==> src/rtl/seq_add_sub_n.sv <==
// seq_add_sub_n: multi-cycle ripple adder/subtractor.
// Each RUN cycle adds one CHUNK-bit slice and passes the carry to the next
// slice through a register. Y/CO/OV/ZERO update only when an operation
// completes, and DONE pulses for one cycle at that point.
module seq_add_sub_n #(
  parameter int WIDTH = 64,
  parameter int CHUNK = 8
) (
  input  logic             CLK,
  input  logic             RST,
  input  logic             START,
  input  logic             SnA,
  input  logic [WIDTH-1:0] A,
  input  logic [WIDTH-1:0] B,
  output logic             BUSY,
  output logic             DONE,
  output logic [WIDTH-1:0] Y,
  output logic             CO,
  output logic             OV,
  output logic             ZERO
);

  localparam int NCHUNK = (CHUNK > 0) ? WIDTH / CHUNK : 1;
  localparam int IDXW   = (NCHUNK > 1) ? $clog2(NCHUNK) : 1;
  localparam logic [IDXW-1:0] LAST = IDXW'(NCHUNK - 1);

  // A zero chunk, a chunk wider than the word, or a width that does not
  // divide evenly into chunks cannot be built, so stop at elaboration.
  generate
    if ((CHUNK < 1) ? 1'b1 : ((CHUNK > WIDTH) || ((WIDTH % CHUNK) != 0))) begin : g_bad_params
      $error("seq_add_sub_n: WIDTH must be a positive multiple of CHUNK");
    end
  endgenerate

  typedef enum logic {IDLE, RUN} state_t;

  state_t            state_q, state_d;
  logic [WIDTH-1:0]  opa_q, opa_d;
  logic [WIDTH-1:0]  opb_q, opb_d;
  logic [WIDTH-1:0]  acc_q, acc_d;
  logic              carry_q, carry_d;
  logic [IDXW-1:0]   idx_q, idx_d;
  logic              busy_q, busy_d;
  logic              done_q, done_d;
  logic [WIDTH-1:0]  y_q, y_d;
  logic              co_q, co_d;
  logic              ov_q, ov_d;
  logic              zero_q, zero_d;

  logic [CHUNK-1:0]  a_ch, b_ch;
  logic [CHUNK:0]    sum_ch;
  logic              cin_msb;
  logic [WIDTH-1:0]  acc_nxt;

  // Slice adder for the current chunk.
  // The carry into the chunk's top bit is recovered as sum ^ a ^ b at that
  // bit, which also holds when CHUNK is 1.
  always_comb begin
    a_ch    = opa_q[idx_q*CHUNK +: CHUNK];
    b_ch    = opb_q[idx_q*CHUNK +: CHUNK];
    sum_ch  = {1'b0, a_ch} + {1'b0, b_ch} + {{CHUNK{1'b0}}, carry_q};
    cin_msb = sum_ch[CHUNK-1] ^ a_ch[CHUNK-1] ^ b_ch[CHUNK-1];
    acc_nxt = acc_q;
    acc_nxt[idx_q*CHUNK +: CHUNK] = sum_ch[CHUNK-1:0];
  end

  // Next-state logic: accept in IDLE, ripple one chunk per cycle in RUN.
  always_comb begin
    state_d = state_q;
    opa_d   = opa_q;
    opb_d   = opb_q;
    acc_d   = acc_q;
    carry_d = carry_q;
    idx_d   = idx_q;
    busy_d  = busy_q;
    done_d  = 1'b0;
    y_d     = y_q;
    co_d    = co_q;
    ov_d    = ov_q;
    zero_d  = zero_q;
    case (state_q)
      IDLE: begin
        if (START) begin
          opa_d   = A;
          opb_d   = B ^ {WIDTH{SnA}};
          carry_d = SnA;
          idx_d   = '0;
          busy_d  = 1'b1;
          state_d = RUN;
        end
      end
      RUN: begin
        acc_d   = acc_nxt;
        carry_d = sum_ch[CHUNK];
        idx_d   = idx_q + 1'b1;
        if (idx_q == LAST) begin
          y_d     = acc_nxt;
          co_d    = sum_ch[CHUNK];
          ov_d    = cin_msb ^ sum_ch[CHUNK];
          zero_d  = (acc_nxt == '0);
          done_d  = 1'b1;
          busy_d  = 1'b0;
          idx_d   = '0;
          state_d = IDLE;
        end
      end
      default: state_d = IDLE;
    endcase
  end

  // State and datapath registers; reset clears everything so an abandoned
  // operation leaves no trace on the outputs.
  always_ff @(posedge CLK or posedge RST) begin
    if (RST) begin
      state_q <= IDLE;
      opa_q   <= '0;
      opb_q   <= '0;
      acc_q   <= '0;
      carry_q <= 1'b0;
      idx_q   <= '0;
      busy_q  <= 1'b0;
      done_q  <= 1'b0;
      y_q     <= '0;
      co_q    <= 1'b0;
      ov_q    <= 1'b0;
      zero_q  <= 1'b0;
    end else begin
      state_q <= state_d;
      opa_q   <= opa_d;
      opb_q   <= opb_d;
      acc_q   <= acc_d;
      carry_q <= carry_d;
      idx_q   <= idx_d;
      busy_q  <= busy_d;
      done_q  <= done_d;
      y_q     <= y_d;
      co_q    <= co_d;
      ov_q    <= ov_d;
      zero_q  <= zero_d;
    end
  end

  assign BUSY = busy_q;
  assign DONE = done_q;
  assign Y    = y_q;
  assign CO   = co_q;
  assign OV   = ov_q;
  assign ZERO = zero_q;

endmodule

==> config.mk <==
export PLATFORM = sky130hd
export DESIGN_NAME = seq_add_sub_n
export DESIGN_NICKNAME = d
export VERILOG_FILES = /design/src/rtl/seq_add_sub_n.sv
export SDC_FILE = /design/constraint.sdc
export NUM_CORES = 1
export LEC_CHECK = 0
export CAP_MARGIN = 20
export CORE_MARGIN = 4
export CORE_UTILIZATION = 40
export CTS_CLUSTER_DIAMETER = 120
export DETAILED_ROUTE_END_ITERATION = 10
export HOLD_SLACK_MARGIN = 0.1
export PLACE_DENSITY_LB_ADDON = 0.25
export SKIP_CTS_REPAIR_TIMING = 1
export SYNTH_ARGS = -nofsm -noshare
export SYNTH_HDL_FRONTEND = slang
export SYNTH_SLANG_ARGS = --single-unit
export TNS_END_PERCENT = 5
==> constraint.sdc <==
create_clock -name CLK -period 10.2 [get_ports CLK]
set_input_delay 1.02 -clock CLK [delete_from_list [all_inputs] [get_ports CLK]]
set_output_delay 1.02 -clock CLK [all_outputs]
set_load 0.1 [all_outputs]
==> results of run 1 <==
placed cells by master, fill, tap and decap left out, drive strengths merged, types with 6 or more instances in the layout:
cell	instances
nand2	371
dfrtp	266
clkdlybuf4s50	199
nor2	148
a21oi	108
o21ai	86
xnor2	68
clkbuf	43
mux4	32
buf	18
nor3	17
o31ai	15
ha	14
a221oi	12
nand2b	9
a31oi	9
a32o	8
inv	8
mux2	7
o21a	7
nor2b	7
clkinv	7
nor4	6
and2	6
a22oi	6
state kept, by name, indices dropped and copies added (netlist names):
| register | cells |
|---|---|
| Y | 64 |
| acc_q | 64 |
| opa_q | 64 |
| opb_q | 64 |
| idx_q | 3 |
| BUSY | 1 |
| CO | 1 |
| DONE | 1 |
| OV | 1 |
| ZERO | 1 |
| carry_q | 1 |
| state_q | 1 |
routing by layer:
layer | global-route usage | share of wire | vias to the layer above
li1 | - | - | 5074
met1 | 0.294 | 0.45 | 5092
met2 | 0.333 | 0.46 | 356
met3 | 0.0317 | 0.061 | 65
met4 | 0.0552 | 0.027 | 0
met5 | 0 | 0 | -
through the flow:
step           hold WS, ns  setup slack [ns]  cells  utilization  cell area [sq um]
3_5_place_dp         0.459              5.39   1956        0.474              15400
5_1_grt              0.488              5.04   2011        0.506              16400
2_1_floorplan        0.434              1.85   1398            -              13100
4_1_cts              0.473              5.38   2009        0.504              16400
3_3_place_gp         0.454              5.49   1956        0.474              15400
6_report             0.470              5.33   2011        0.506              16400
critical path: cells and delay by family, from the launching register on:
family | cells | cell delay, ns
and+or+nand+nor | 5 | 0.96
adders and majority gates | 2 | 0.64
DFF | 1 | 0.73
buffers and inverters | 2 | 0.62
muxes | 1 | 0.56
AOI/OAI and AO/OA | 4 | 1.21
path summary, 6_finish.rpt:
path / start / endpoint / slack (ns) / cells past startpoint
max: idx_q[0]$_DFFE_PP0P_ / ZERO$_DFFE_PP0P_ / 5.33 / 14
min: opa_q[57]$_DFFE_PP0P_ / opa_q[57]$_DFFE_PP0P_ / 0.47 / 2
max reg2reg: idx_q[0]$_DFFE_PP0P_ / ZERO$_DFFE_PP0P_ / 5.33 / 14
min reg2reg: opa_q[57]$_DFFE_PP0P_ / opa_q[57]$_DFFE_PP0P_ / 0.47 / 2
max in group asynchronous: RST / opa_q[48]$_DFFE_PP0P_ / 7.72 / 3
min in group asynchronous: RST / Y[16]$_DFFE_PP0P_ / 1.09 / 2
layout make-up:
class	count	area, sq um
multi-input combinational	1024	6010
sequential	266	6660
tap	442	553
timing repair buffer	217	2160
inverter	9	41.3
fill	2990	16000
clock buffer	43	848
clock inverter	10	131
cells by family (layout without fill, tap and decap cells):
family	count (synthesis)	in the layout	share of synthesized area
AOI/OAI and AO/OA	292	292	0.139
xor gates and xnor gates	72	72	0.0481
adders and majority gates	16	16	0.0164
buffers and inverters	108	279	0.0344
DFF	266	266	0.508
muxes	42	42	0.0633
and+or+nand+nor	602	602	0.191
==> qor.txt, run 1 <==
Startpoint Class - register
Site Rows - 66
Cts bufs inserted - 29
Die W - 189 microns
Achievable Freq - 0.205 GHz
Worst-path clk slew - 0.06 ns
CTS tree - yes
Drt total wl - 37,600 microns
Unrepaired setup endpoints after global routing - false
Critical-path top delay cell - dfrtp_4
Setup total negative slack - 0 ns
Post-synth top area share - 0.508
First-pass GRT wire length - 59,400 microns
H-tree depth - 1
Vias per inst - 5.26
Min-Delay Path Class - reg -> reg
Port Buf Inserts - 200
Residual DRC - 0
Initial DRC Count - 821
Die height - 189 microns
Fin crit period - 4.87 ns
Critical Path End Type - register
Critical Path RT - 10.62 ns
Outcome - finished clean
Total gr overflow - 0
Seq cells post-synth - 266
Layout cell share with drive strength beyond 1 - 0.0784
Sequential-to-total area share from yosys stat - 0.508
Initial antenna violation count - 0
CTS Root Cell - clkbuf_16
Cell taking the most area after synthesis - dfrtp_1
Final HPWL from detailed placement - 26,400 microns
Clk_skew - 0.0122 ns
Largest net degree at the start of global routing - 130
Nets - 1,695
Inserted Diodes - 0
Arrival time worst endpoint - 5.29 ns
ANT nets after route - 0
Global-route usage over all layers - 0.207
Syn_nets - 1,546
Area of the core - 0.0325 sq mm
Rel. slew slack - 0.247
Mapped Area - 0.0131 sq mm
Cells after synthesis - 1,398
Starting Density - 0.404
Leading post-synthesis cells by cell area - dfrtp_1 (51%), nand2_1 (11%), mux4_2 (5.5%)
Top FF cell, synth - dfrtp_1
Die ar. - 0.0357 sq mm
Post-synth ARST share - 1.00
Top post-synthesis cells by count - nand2_1 (371), dfrtp_1 (266), nor2_1 (147)
Routability cong. - 0.925
Crit Path Class - reg -> reg
Wire per inst - 18.7 microns
CP Cell Sequence - buf_4, mux4_2, nand2_1, nand2_1, fa_1, inv_1, fa_1, nand2b_1, a21oi_1, o31ai_1, nand2_1, o22ai_1, nor4_1, a32o_1
Syn-to-layout area delta - 25.2%
Final Setup Violations - 0
Critical Path Fanout Max - 31
Final period util - 0.478
Worst-case clock buffer depth - 3
Via count - 10,600
Yosys warnings - 0
I/O pins - 201
Syn avg cell area - 9.38 sq um
Final Hold Viols - 0
Post-synth EDFFs - 0
CP dominant cell by count - nand2_1
Number of max-cap violations - 0
Clock sink count - 266
Max-slew violations - 0
Worst skew pair latency - 0.54 ns
Vias in the first global route - 10,700
Slowest stage delay, CP - 0.73 ns
Drt first pass iters - 5
Synth cell types - 76
Most numerous cell in the Yosys netlist - nand2_1
Tightest Pin Transition - 1.13 ns
Power of run 1 is not shown: default switching activity piles up to over one toggle a cycle in this logic, so the estimate is an artifact.
==> run 2, diff against run 1 <==
==> constraint.sdc (replaced) <==
create_clock -name CLK -period 4.6 [get_ports CLK]
set_input_delay 0.46 -clock CLK [delete_from_list [all_inputs] [get_ports CLK]]
set_output_delay 0.46 -clock CLK [all_outputs]
set_load 0.1 [all_outputs]
==> qor.txt, run 2 (synthesis gave the netlist of run 1 again) <==
Final Hold Viols - 0 (unchanged)
First-pass GRT wire length - 61,200 microns (was 59,400 microns)
Reg-to-reg startpoint - idx_q[0]$_DFFE_PP0P_ (unchanged)
Initial DRC Count - 779 (was 821)
Achievable Freq - 0.239 GHz (was 0.205 GHz)
Vias per inst - 5.25 (was 5.26)
Residual DRC - 0 (unchanged)
R2r setup slk - 0.42 ns (was 5.33 ns)
Die W - 189 microns (unchanged)
Outcome - finished clean (unchanged)
CP endpoint - ZERO$_DFFE_PP0P_ (unchanged)
ANT nets after route - 0 (unchanged)
CTS tree - yes (unchanged)
Critical-path top delay cell - dfrtp_4 (unchanged)
Final Setup Violations - 0 (unchanged)
Nets - 1,726 (was 1,695)
Post-Layout Cell Count - 2,040 (was 2,011)
Final HPWL from detailed placement - 28,000 microns (was 26,400 microns)
Setup total negative slack - 0 ns (unchanged)
Site Rows - 66 (unchanged)
Most common cell after layout, fill and taps aside - nand2_1 (unchanged)
Layout cell share with drive strength beyond 1 - 0.0995 (was 0.0784)
Startpoint Class - register (unchanged)
Inserted Diodes - 0 (unchanged)
H-tree depth - 1 (unchanged)
CP Cell Sequence - mux4_2, nand2_1, nand2_1, fa_1, inv_1, fa_1, buf_4, nor4_1, nand3b_1, nor4_1, nand4_1, nor4_1, a32o_1 (was buf_4, mux4_2, nand2_1, nand2_1, fa_1, inv_1, fa_1, nand2b_1, a21oi_1, o31ai_1, nand2_1, o22ai_1, nor4_1, a32o_1)
Critical Path Fanout Max - 24 (was 31)
Final WS setup - 0.421 ns (was 5.33 ns)
Most frequent cells in the layout - nand2_1 (369), dfrtp_1 (264), clkdlybuf4s50_1 (199) (unchanged)
Placed cells - 1,988 (was 1,956)
Tightest Pin Transition - 1.02 ns (was 1.13 ns)
Crit path max-delay family - simple AND/OR/NAND/NOR gates (was compound AO/OA/AOI/OAI gates)
Final period util - 0.908 (was 0.478)
Drt first pass iters - 5 (unchanged)
Cts bufs inserted - 29 (unchanged)
Arrival time worst endpoint - 4.61 ns (was 5.29 ns)
I/O pins - 201 (unchanged)
Worst skew pair latency - 0.55 ns (was 0.54 ns)
Starting Density - 0.404 (unchanged)
Number of max-cap violations - 0 (unchanged)
Worst r2r path cells - 13 (was 14)
Initial antenna violation count - 0 (unchanged)
Via count - 10,700 (was 10,600)
Rel. slew slack - 0.317 (was 0.247)
Syn-to-layout area delta - 27.0% (was 25.2%)
Fin crit period - 4.18 ns (was 4.87 ns)
Drt total wl - 38,500 microns (was 37,600 microns)
Slowest stage delay, CP - 0.74 ns (was 0.73 ns)
Critical R2R Capture - ZERO$_DFFE_PP0P_ (unchanged)
Vias in the first global route - 10,800 (was 10,700)
Critical Path End Type - register (unchanged)
CP startpoint - idx_q[0]$_DFFE_PP0P_ (unchanged)
Max-slew violations - 0 (unchanged)
Unrepaired setup endpoints after global routing - false (unchanged)
Crit Path Class - reg -> reg (unchanged)
Critical Path RT - 5.03 ns (was 10.62 ns)
Worst-path clk slew - 0.07 ns (was 0.06 ns)
Critical path depth - 13 (was 14)
Global-route usage over all layers - 0.214 (was 0.207)
Port Buf Inserts - 200 (unchanged)
Die ar. - 0.0357 sq mm (unchanged)
Largest net degree at the start of global routing - 100 (was 130)
Total gr overflow - 0 (unchanged)
Die height - 189 microns (unchanged)
CP dominant cell by count - nor4_1 (was nand2_1)
CTS Root Cell - clkbuf_16 (unchanged)
Clock sink count - 266 (unchanged)
Worst-case clock buffer depth - 3 (unchanged)
Clk_skew - 0.0131 ns (was 0.0122 ns)
Wire per inst - 18.9 microns (was 18.7 microns)
Routability cong. - 0.920 (was 0.925)
Area of the core - 0.0325 sq mm (unchanged)
CP Buf/Inv Count - 2 (unchanged)
Placement Setup Slack - 0.447 ns (was 5.39 ns)
Min-Delay Path Class - in -> async (was reg -> reg)
run 2: cell count changes in the layout (fill, tap and decap cells not counted), sizes merged:
cell and change:
buf +31, clkbuf -10, clkinvlp +5, clkinv +3, bufinv -1, inv +1
run 2: worst reg2reg max path, stage by stage, from the launching register on:
cell	delay [ns]
dfrtp_4	0.74
mux4_2	0.59
nand2_1	0.11
nand2_1	0.07
fa_1	0.40
inv_1	0.09
fa_1	0.45
buf_4	0.19
nor4_1	0.73
nand3b_1	0.21
nor4_1	0.06
nand4_1	0.12
nor4_1	0.06
a32o_1	0.25
run 2: stage by stage:
stage | hold slack [ns] | utilization | area (sq um)
floorplan | 0.434 | - | 13100
global placement | 0.447 | 0.483 | 15700
detailed placement | 0.453 | 0.483 | 15700
CTS | 0.426 | 0.512 | 16600
global route | 0.206 | 0.513 | 16600
finish | 0.194 | 0.513 | 16600
run 2: final cells by class:
type	count	area, sq um
tap	442	553
multi-input combinational	1024	6010
timing repair buffer	248	2430
clock buffer	33	781
clock inverter	18	164
fill	3026	15800
sequential	266	6660
inverter	9	37.5
run 2: how the worst min path moves through the flow:
stage	slack (ns)	endpoint
3_5_place_dp	0.45	acc_q[33]$_DFFE_PP0P_
5_1_grt	0.21	opa_q[38]$_DFFE_PP0P_
2_1_floorplan	0.43	acc_q[33]$_DFFE_PP0P_
4_1_cts	0.43	opa_q[60]$_DFFE_PP0P_
6_report	0.19	opa_q[54]$_DFFE_PP0P_
3_3_place_gp	0.45	acc_q[33]$_DFFE_PP0P_
run 2: layer usage:
layer / track usage / share of wire / vias to the layer above
met3: 0.0328 / 0.053 / 66
met2: 0.350 / 0.47 / 350
met5: 0 / 0 / -
met4: 0.0586 / 0.028 / 0
met1: 0.299 / 0.45 / 5158
li1: - / - / 5131
Power of run 2 is left out for the same reason.
==> RTL change (config.mk and constraints of run 1) <==
Take the reset off `opb_q` and load it in a clocked block of its own.
--- a/src/rtl/seq_add_sub_n.sv
+++ b/src/rtl/seq_add_sub_n.sv
@@ -116,3 +116,2 @@
       opa_q   <= '0;
-      opb_q   <= '0;
       acc_q   <= '0;
@@ -129,3 +128,2 @@
       opa_q   <= opa_d;
-      opb_q   <= opb_d;
       acc_q   <= acc_d;
@@ -142,2 +140,6 @@
 
+  always_ff @(posedge CLK) begin
+    opb_q <= opb_d;
+  end
+
   assign BUSY = busy_q;
Function: same outputs for any inputs over 10 cycles, from zero or initial values and one cycle with RST high; that may be too few to reach the edited logic, so the function may still have changed.
==> RTL change against run 1 <==
- wire length decreased by 13%
- sequential cell count stayed put
- worst setup slack worse by 290 ps
- synthesized cell count shrank 20%
- core utilization increased by 0.76 points
- synthesized area fell by 3.4%
- design area fell by 3.3%
- largest cell class unchanged
- highest routed layer is now met5
Power is left out: the tool's default activity adds up to more than one toggle a clock period on the data nets, which glitch-free logic cannot reach.
==> RTL change: results (changes against run 1) <==
stage,metric,value,unit,change
global_routing,grt-busiest-layer,met2,,
yosys,synthTopCellsByCount,"dfrtp_1, nand2_1, o21ai_0",,
global_routing,met3_usage,3.635,%,+0.46 points
yosys,synth-compound-area-share,10.77,%,-3.2 points
yosys,synth_xor_area_share,5.227,%,+0.42 points
worst_setup_path,worstPathArrival,5610,ps,+320 ps
clock_network,root_buffer,clkbuf_16,,
route,drt-initial-drc-count,799,,-2.7%
yosys,syn-num-nets,1262,,-18%
worst_setup_path,timing.critical_path.from,idx_q[0],,
sta,fin_skew,16.21,ps,+4.005 ps
worst_setup_path,rr_worst_depth,14,,unchanged
route,met1_length,13910,um,-17%
yosys,async_flop_share,75.94,%,-24 points
finish,layout.nets,1434,,-15%
min_path,hold_depth,2,,unchanged
finish,drive_above_1_share,13.26,%,+5.4 points
global_routing,gr-usage-met1,25.84,%,-3.6 points
placed_design,port_buffers,200,,unchanged
clock_network,cts_buffers,28,,-3.4%
clock_network,clockBufferDepth,3,,unchanged
route,met3_length,2184,um,-4.4%
route,top_layer,met5,,
worst_setup_path,slowest_delay,670,ps,-60 ps
route,wl_met2,15870,um,-9.1%
placed_design,gp_congestion,0.8919,,-3.6%
clock_network,clk_pin_slew,60,ps,about the same
yosys,netlist_top_cells_area,"dfrtp_1, edfxtp_1, mux2_2",,
status,status,finished clean,,
clock_network,insertion_delay,540,ps,about the same
route,via_per_inst,5.365,,+1.9%
clock_network,htreeDepth,1,,unchanged
placed_design,dpl_cell_area,0.01498,mm^2,-2.6%
min_path,holdCritPathClass,reg -> reg,,
placed_design,dp_hpwl,23300,um,-12%
yosys,synth_edf_count,64,,+64
worst_setup_path,cp_top_family,simple AND/OR/NAND/NOR gates,,
route,routedWlPerCell,19.32,um,+3.3%
yosys,synth_top_family_by_area,multiplexers,,
global_routing,grt_pass1_vias,9350,,-12%
sta,tightest_slew,1070,ps,-55.51 ps
finish,n_antenna_cell,0,,unchanged
yosys,synth_mux_area_share,12.27,%,+5.9 points
worst_setup_path,cp_slowest_cell,buf_4,,
yosys,synth_cell_types,71,,-6.6%
global_routing,grt_pass1_wl,52070,um,-12%
global_routing,antenna_found_initial,1,,+1
yosys,synthAdderAreaFrac,1.700,%,+0.058 points
global_routing,grt_max_degree,124,,-4.6%
worst_setup_path,cp_max_fo,44,,+42%
min_path,min_from,Y[37],,
global_routing,track_usage,19.06,%,-1.6 points
route,drtPass1Iterations,6,,+1
yosys,yosys_warnings,0,,unchanged
global_routing,met2_usage,31.80,%,-1.5 points
yosys,yosysSeqAreaShare,55.10,%,+4.3 points
RTL change: final timing paths:
kind,to,slack [ps]
worst max-delay path,ZERO,5030
worst min-delay path,Y[37],480
worst max register to register,ZERO,5030
worst min register to register,Y[37],480
max in group asynchronous,idx_q[1],7970
min in group asynchronous,opa_q[63],1070
RTL change: cell type report:
class,count,area [um^2]
timing repair buffer,215,2132
tap,396,495.5
inverter,12,52.55
fill,2770,15040
multi-input combinational,763,5349
clock buffer,42,783.3
sequential,266,6979
clock inverter,7,73.82
RTL change: per-stage QoR:
stage | worst slack (ps) | instances | hold WS, ps | utilization, %
after floorplan | 3669 | 1114 | 443.6 | -
after global placement | 5158 | 1651 | 461.5 | 48.47
after detailed placement | 5033 | 1651 | 469.3 | 48.47
after CTS | 5027 | 1700 | 482.4 | 51.24
after global routing | 4647 | 1701 | 499.5 | 51.33
final | 5034 | 1701 | 476.6 | 51.33
